===== src/rtl/mult_datapath.sv =====
// Shift-add multiplier datapath: multiplicand M, accumulator {C,A,Q}, and a captured product register.
// Optional consumer handshake on the product register is enabled by defining PRODUCT_HANDSHAKE_EN.
module mult_datapath #(
    parameter int n = 4
) (
    input  logic           clock,
    input  logic           reset,
    input  logic           load,
    input  logic           add,
    input  logic           shift,
    input  logic           ready,
    input  logic [n-1:0]   multiplicand,
    input  logic [n-1:0]   multiplier,
    input  logic           product_ack,
    output logic           Q0,
    output logic [2*n-1:0] product,
    output logic           product_valid,
    output logic           overrun,
    output logic           protocol_err
);

    logic [n-1:0]   m_q, m_d;
    logic [n-1:0]   a_q, a_d;
    logic [n-1:0]   q_q, q_d;
    logic           c_q, c_d;
    logic           ready_q;
    logic [2*n-1:0] prod_q, prod_d;
    logic           valid_q, valid_d;
    logic           overrun_q, overrun_d;
    logic           perr_q, perr_d;
    logic           capture_s;

    assign capture_s = ready & ~ready_q;

    // Accumulator/multiplier next state: load > illegal add+shift > add > shift > hold
    always_comb begin
        m_d    = m_q;
        a_d    = a_q;
        q_d    = q_q;
        c_d    = c_q;
        perr_d = perr_q;
        if (load) begin
            m_d = multiplicand;
            q_d = multiplier;
            a_d = '0;
            c_d = 1'b0;
        end else if (add && shift) begin
            perr_d = 1'b1;
        end else if (add) begin
            {c_d, a_d} = {1'b0, a_q} + {1'b0, m_q};
        end else if (shift) begin
            a_d = {c_q, a_q[n-1:1]};
            q_d = {a_q[0], q_q[n-1:1]};
            c_d = 1'b0;
        end else begin
            perr_d = perr_q;
        end
    end

    // Product register and its valid/overrun flags, captured on the ready rising edge
    always_comb begin
        prod_d    = prod_q;
        valid_d   = valid_q;
        overrun_d = overrun_q;
        if (capture_s) begin
            prod_d = {a_q, q_q};
        end else begin
            prod_d = prod_q;
        end
`ifdef PRODUCT_HANDSHAKE_EN
        // A capture beats a same-cycle ack; an unacknowledged result being replaced is an overrun
        if (capture_s) begin
            valid_d = 1'b1;
            if (valid_q && !product_ack) begin
                overrun_d = 1'b1;
            end else begin
                overrun_d = overrun_q;
            end
        end else if (product_ack) begin
            valid_d = 1'b0;
        end else begin
            valid_d = valid_q;
        end
`else
        valid_d   = capture_s;
        overrun_d = 1'b0;
`endif
    end

    // State registers with synchronous active-high reset
    always_ff @(posedge clock) begin
        if (reset) begin
            m_q       <= '0;
            a_q       <= '0;
            q_q       <= '0;
            c_q       <= 1'b0;
            ready_q   <= 1'b0;
            prod_q    <= '0;
            valid_q   <= 1'b0;
            overrun_q <= 1'b0;
            perr_q    <= 1'b0;
        end else begin
            m_q       <= m_d;
            a_q       <= a_d;
            q_q       <= q_d;
            c_q       <= c_d;
            ready_q   <= ready;
            prod_q    <= prod_d;
            valid_q   <= valid_d;
            overrun_q <= overrun_d;
            perr_q    <= perr_d;
        end
    end

    assign Q0            = q_q[0];
    assign product       = prod_q;
    assign product_valid = valid_q;
    assign overrun       = overrun_q;
    assign protocol_err  = perr_q;

`ifndef PRODUCT_HANDSHAKE_EN
    logic unused_s;
    assign unused_s = product_ack;
`endif

endmodule


===== config.mk =====
export PLATFORM = sky130hd
export DESIGN_NAME = mult_datapath
export DESIGN_NICKNAME = d
export VERILOG_FILES = /design/src/rtl/mult_datapath.sv
export SDC_FILE = /design/constraint.sdc
export NUM_CORES = 1
export LEC_CHECK = 0
export ABC_AREA = 1
export BUFFER_PORTS_ARGS = -buffer_cell sky130_fd_sc_hd__buf_2
export CAP_MARGIN = 30
export CORE_UTILIZATION = 45
export DETAILED_ROUTE_END_ITERATION = 7
export PLACE_DENSITY = 0.72
export SLEW_MARGIN = 40
export SYNTH_ARGS = -nofsm -noshare
export SYNTH_HDL_FRONTEND = slang
export SYNTH_SLANG_ARGS = --single-unit

===== constraint.sdc =====
create_clock -name clock -period 1.4 [get_ports clock]
set_input_delay 0.07 -clock clock [delete_from_list [all_inputs] [get_ports clock]]
set_output_delay 0.07 -clock clock [all_outputs]
set_load 0.03 [all_outputs]

Yosys cells after proc, flatten, opt, wreduce, memory -nomap -nowiden

Index checks and enable logic that the tools add are counted.

Flip-flop bits (word level): 24
Logic and storage cells: 30
Output and inout port bits: 12
Bits of input ports: 15

Equality and inequality tests: 2
Mux-type cells: 8
Reduce and logical (&&, ||, !) cells: 7
Add/subtract/negate cells: 1
Bitwise logic cells: 4

Operators by type and width:

| operator                             | count |
|---|---|
| two-way mux 4 bit                    | 6 |
| adder 4 x 4 -> 5 bit                 | 1 |
| != test 2 bit, second input constant | 2 |
| AND reduction 2 bit                  | 2 |
| nonzero test 2 bit                   | 2 |
| inverter 1 bit                       | 3 |
| AND reduction 3 bit                  | 1 |
| two-way mux 1 bit                    | 2 |
| OR reduction 2 bit                   | 1 |
| bitwise AND 1 bit                    | 1 |
| logical AND 1 bit                    | 1 |

Depth between registers and ports, before layout

Depth after elaboration: 4
Depth in mapped cells: 7
Depth with buffers taken out: 7

Worst setup path after synthesis

OpenSTA, ideal clock, no wires.

Path kind: register to register
Start: register a_q[0]
End: register c_q
Required time: 1.278 ns
Stages on the path, launching flop included: 7
Clock period less this slack: 1.331 ns
Path slack: 0.069 ns
Path buffers: 0
Arrival: 1.210 ns
Setup time: 0.122 ns
Cells stage by stage: dfxtp_1 -> ha_1 -> fa_1 -> nand2_1 -> a21oi_1 -> o21ai_0 -> a21oi_1

Longest elaborated chain between the ends: 2

RTL lines:

| item                     | RTL line | RTL |
|---|---|---|
| start: declaration       | 23       | `logic [n-1:0] a_q, a_d;` |
| start signal: assignment | 94       | `a_q <= '0;` |
| start signal: assignment | 104      | `a_q <= a_d;` |
| adder 4 x 4 -> 5 bit     | 50       | `{c_d, a_d} = {1'b0, a_q} + {1'b0, m_q};` |
| two-way mux 1 bit        | 49       | `end else if (add) begin` |
| end signal: assignment   | 96       | `c_q <= 1'b0;` |
| end signal: assignment   | 106      | `c_q <= c_d;` |
| end: declaration         | 25       | `logic c_q, c_d;` |

Every way passes these cells.
A chain may end at the register's enable or synchronous reset.

Worst setup path in the final report

Ends and elaborated chain as after synthesis.

==> impl_results.md <==
- Synth top area cells: dfxtp_1 (46%), nand2_1 (15%), a21oi_1 (9.6%), ha_1 (6.0%), nand3_1 (4.8%)
- Tcrit/Tclk final: 96.04%
- Drt wl/cell: 11.88 µm
- Share of layout cells above drive strength 1: 24.70%
- Crit path DAT: 1.56 ns
- Initial antenna violation count: 0
- Gate Count Post-Synth: 136
- Startpoint types: flip-flop
- Layout fillers: 215
- Max rail drop VDD: 0.0007028 V
- Setup CP Type: flip-flop to flip-flop
- Warnings from Yosys: 0
- Antenna Nets Post-Route: 0
- Largest net degree at the start of global routing: 21
- DR DRC count: 0
- Critical R2R Launch: a_q[0]
- Average size of a mapped cell: 7.700 µm²
- CP endpoint kind: flip-flop
- Setup Total Neg Slack: 0 ns
- Initial DRC count: 31
- Core ar.: 0.002212 mm²
- Vias/cell: 5.124
- H-tree depth: 1
- Horiz. Die Dim: 50.24 µm
- Synthesized net count: 157
- Sequential-to-total area share from yosys stat: 45.88%
- Clock transition at path regs: 0.14 ns
- DRT Pass-1 Iters: 5
- #FFs+latches synth: 24
- Fin Clk Skew: 0.005892 ns
- # setup viols final: 0
- Finished Core Util: 59.45%
- CTS max path bufs: 2
- Cell variety after synth: 20
- Vias in the first global route: 889
- Total wire length: 2305 µm
- PwrDens: 1095 mW/mm²
- # diodes: 0
- Area growth syn-to-layout: 25.57%
- Peak Freq: 0.7438 GHz
- GRT Total Usage: 19.09%
- Routability Congestion: 0.7787
- Max-slew violations: 0
- Via count: 994
- Cts bufs inserted: 3
- Buffers on Ports: 24
- Status: complete, no violations
- Half-perimeter wire length after placement: 1594 µm
- Clk Latency, worst-skew pair: 0.32 ns
- CTS root buf: clkbuf_4
- CTS sink count: 24
- Initial Util: 47.34%
- Hold WC Path Type: input port to flip-flop
- CP max FO: 3
- Minimum clock period: 1.344 ns
- CTS tree: yes
- Top-area cell type share of the netlist area: 45.88%
- Most frequent cells in the layout: nand2_1 (41), buf_2 (24), dfxtp_1 (21)
- Grt total ovfl: 0
- Site Rows: 17
- Full die area: 0.002524 mm²
- Final net count: 188
- # IOs: 27
- Worst EP required: 1.62 ns
- Final Power: 1.439 mW
- RSZ-0062 raised after global routing: no
- Mapped Area: 0.001047 mm²
- Most common cell after layout, fill and taps aside: nand2_1
- Max Cap Viol: 0
- Wire length of the first global-routing pass: 3601 µm
- Leakage: 0.5800 nW
- Hold Crit Start: multiplier[2]
- Die H: 50.24 µm
- CP Launch Point: a_q[0]
- Post-synth top area cell: dfxtp_1
- Final Hold Vio Count: 0
[synthesized netlist by cell type]
master    count
a21oi_1      20
a31oi_1       4
buf_2         2
buf_4         1
buf_6         1
clkbuf_2      1
clkinv_1      1
conb_1        1
dfxtp_1      24
fa_1          1
ha_1          5
inv_1         8
inv_2         1
nand2_1      41
nand3_1      10
nor2_1        7
nor2_2        1
nor3b_2       1
o211ai_1      2
o21ai_0       4
[repair_timing]
item / CTS / global route
pin swaps: 0 / 3
hold buffers: 5 / 0
setup buffers: 0 / 0
endpoints found under the hold margin: 5 / 0
resized for setup: 1 / 8
setup endpoints to repair: 1 / 4
[power breakdown]
part	leakage [nW]	internal, mW	switching, mW
clock	0.0279	0.290	0.217
combinational	0.355	0.0764	0.120
sequential	0.197	0.714	0.0233
total	0.580	1.08	0.359
[worst paths after layout]
| path | endpoint | slack, ns | cells past startpoint |
|---|---|---|---|
| worst min register to register | product[2] | 0.47 | 2 |
| worst min-delay path | q_q[2] | 0.004 | 3 |
| worst max register to register | c_q | 0.06 | 6 |
| worst max-delay path | c_q | 0.06 | 6 |
[through the flow]
step	setup slack, ns	cells	instance area [µm²]	hold WS, ns
global placement	0.02354	185	1184	0.2925
CTS	0.0009265	194	1289	0.004605
detailed placement	-0.004540	185	1184	0.3038
global route	0.009986	194	1315	0.01773
floorplan	0.06876	136	1047	0.2045
finish	0.05551	194	1315	0.004021
[logic make-up (layout without fill, tap and decap cells)]
logic type | Yosys count | count (layout) | synth area share (%)
other cells | 1 | 1 | 0.3581
fa+ha+maj | 6 | 6 | 7.885
buf+inv | 15 | 45 | 6.809
flops | 24 | 24 | 45.88
compound gates | 30 | 30 | 15.29
simple gates | 60 | 60 | 23.78
[state kept, by name (all words and copies together) (netlist names)]
signal	flops
product_valid	1
product	8
ready_q	1
protocol_err	1
q_q	4
m_q	4
c_q	1
a_q	4
[final cells by class]
| class | instances | area, µm² | area share, % |
|---|---|---|---|
| multi-input cells | 97 | 520.5 | 39.58 |
| flip-flops and latches | 24 | 484.2 | 36.82 |
| repair buffers | 31 | 185.2 | 14.08 |
| inverters | 10 | 37.54 | 2.854 |
| well taps | 28 | 35.03 | 2.664 |
| clock inverters | 1 | 30.03 | 2.284 |
| clock buffers | 3 | 22.52 | 1.713 |
[per-layer routing]
| layer | GRT usage, % | share of wire [%] |
|---|---|---|
| met1 | 23.06 | 45 |
| met2 | 32.89 | 50 |
| met3 | 3.636 | 4.1 |
| met4 | 7.619 | 1.6 |
| met5 | 0 | 0 |
[critical path, stage by stage (launching register included)]
cell and delay (ns):
dfxtp_2 0.36, ha_4 0.16, fa_2 0.36, nand2_1 0.08, a21oi_1 0.05, o21ai_0 0.15, a21oi_1 0.08
(Power assumes the default switching activity.)
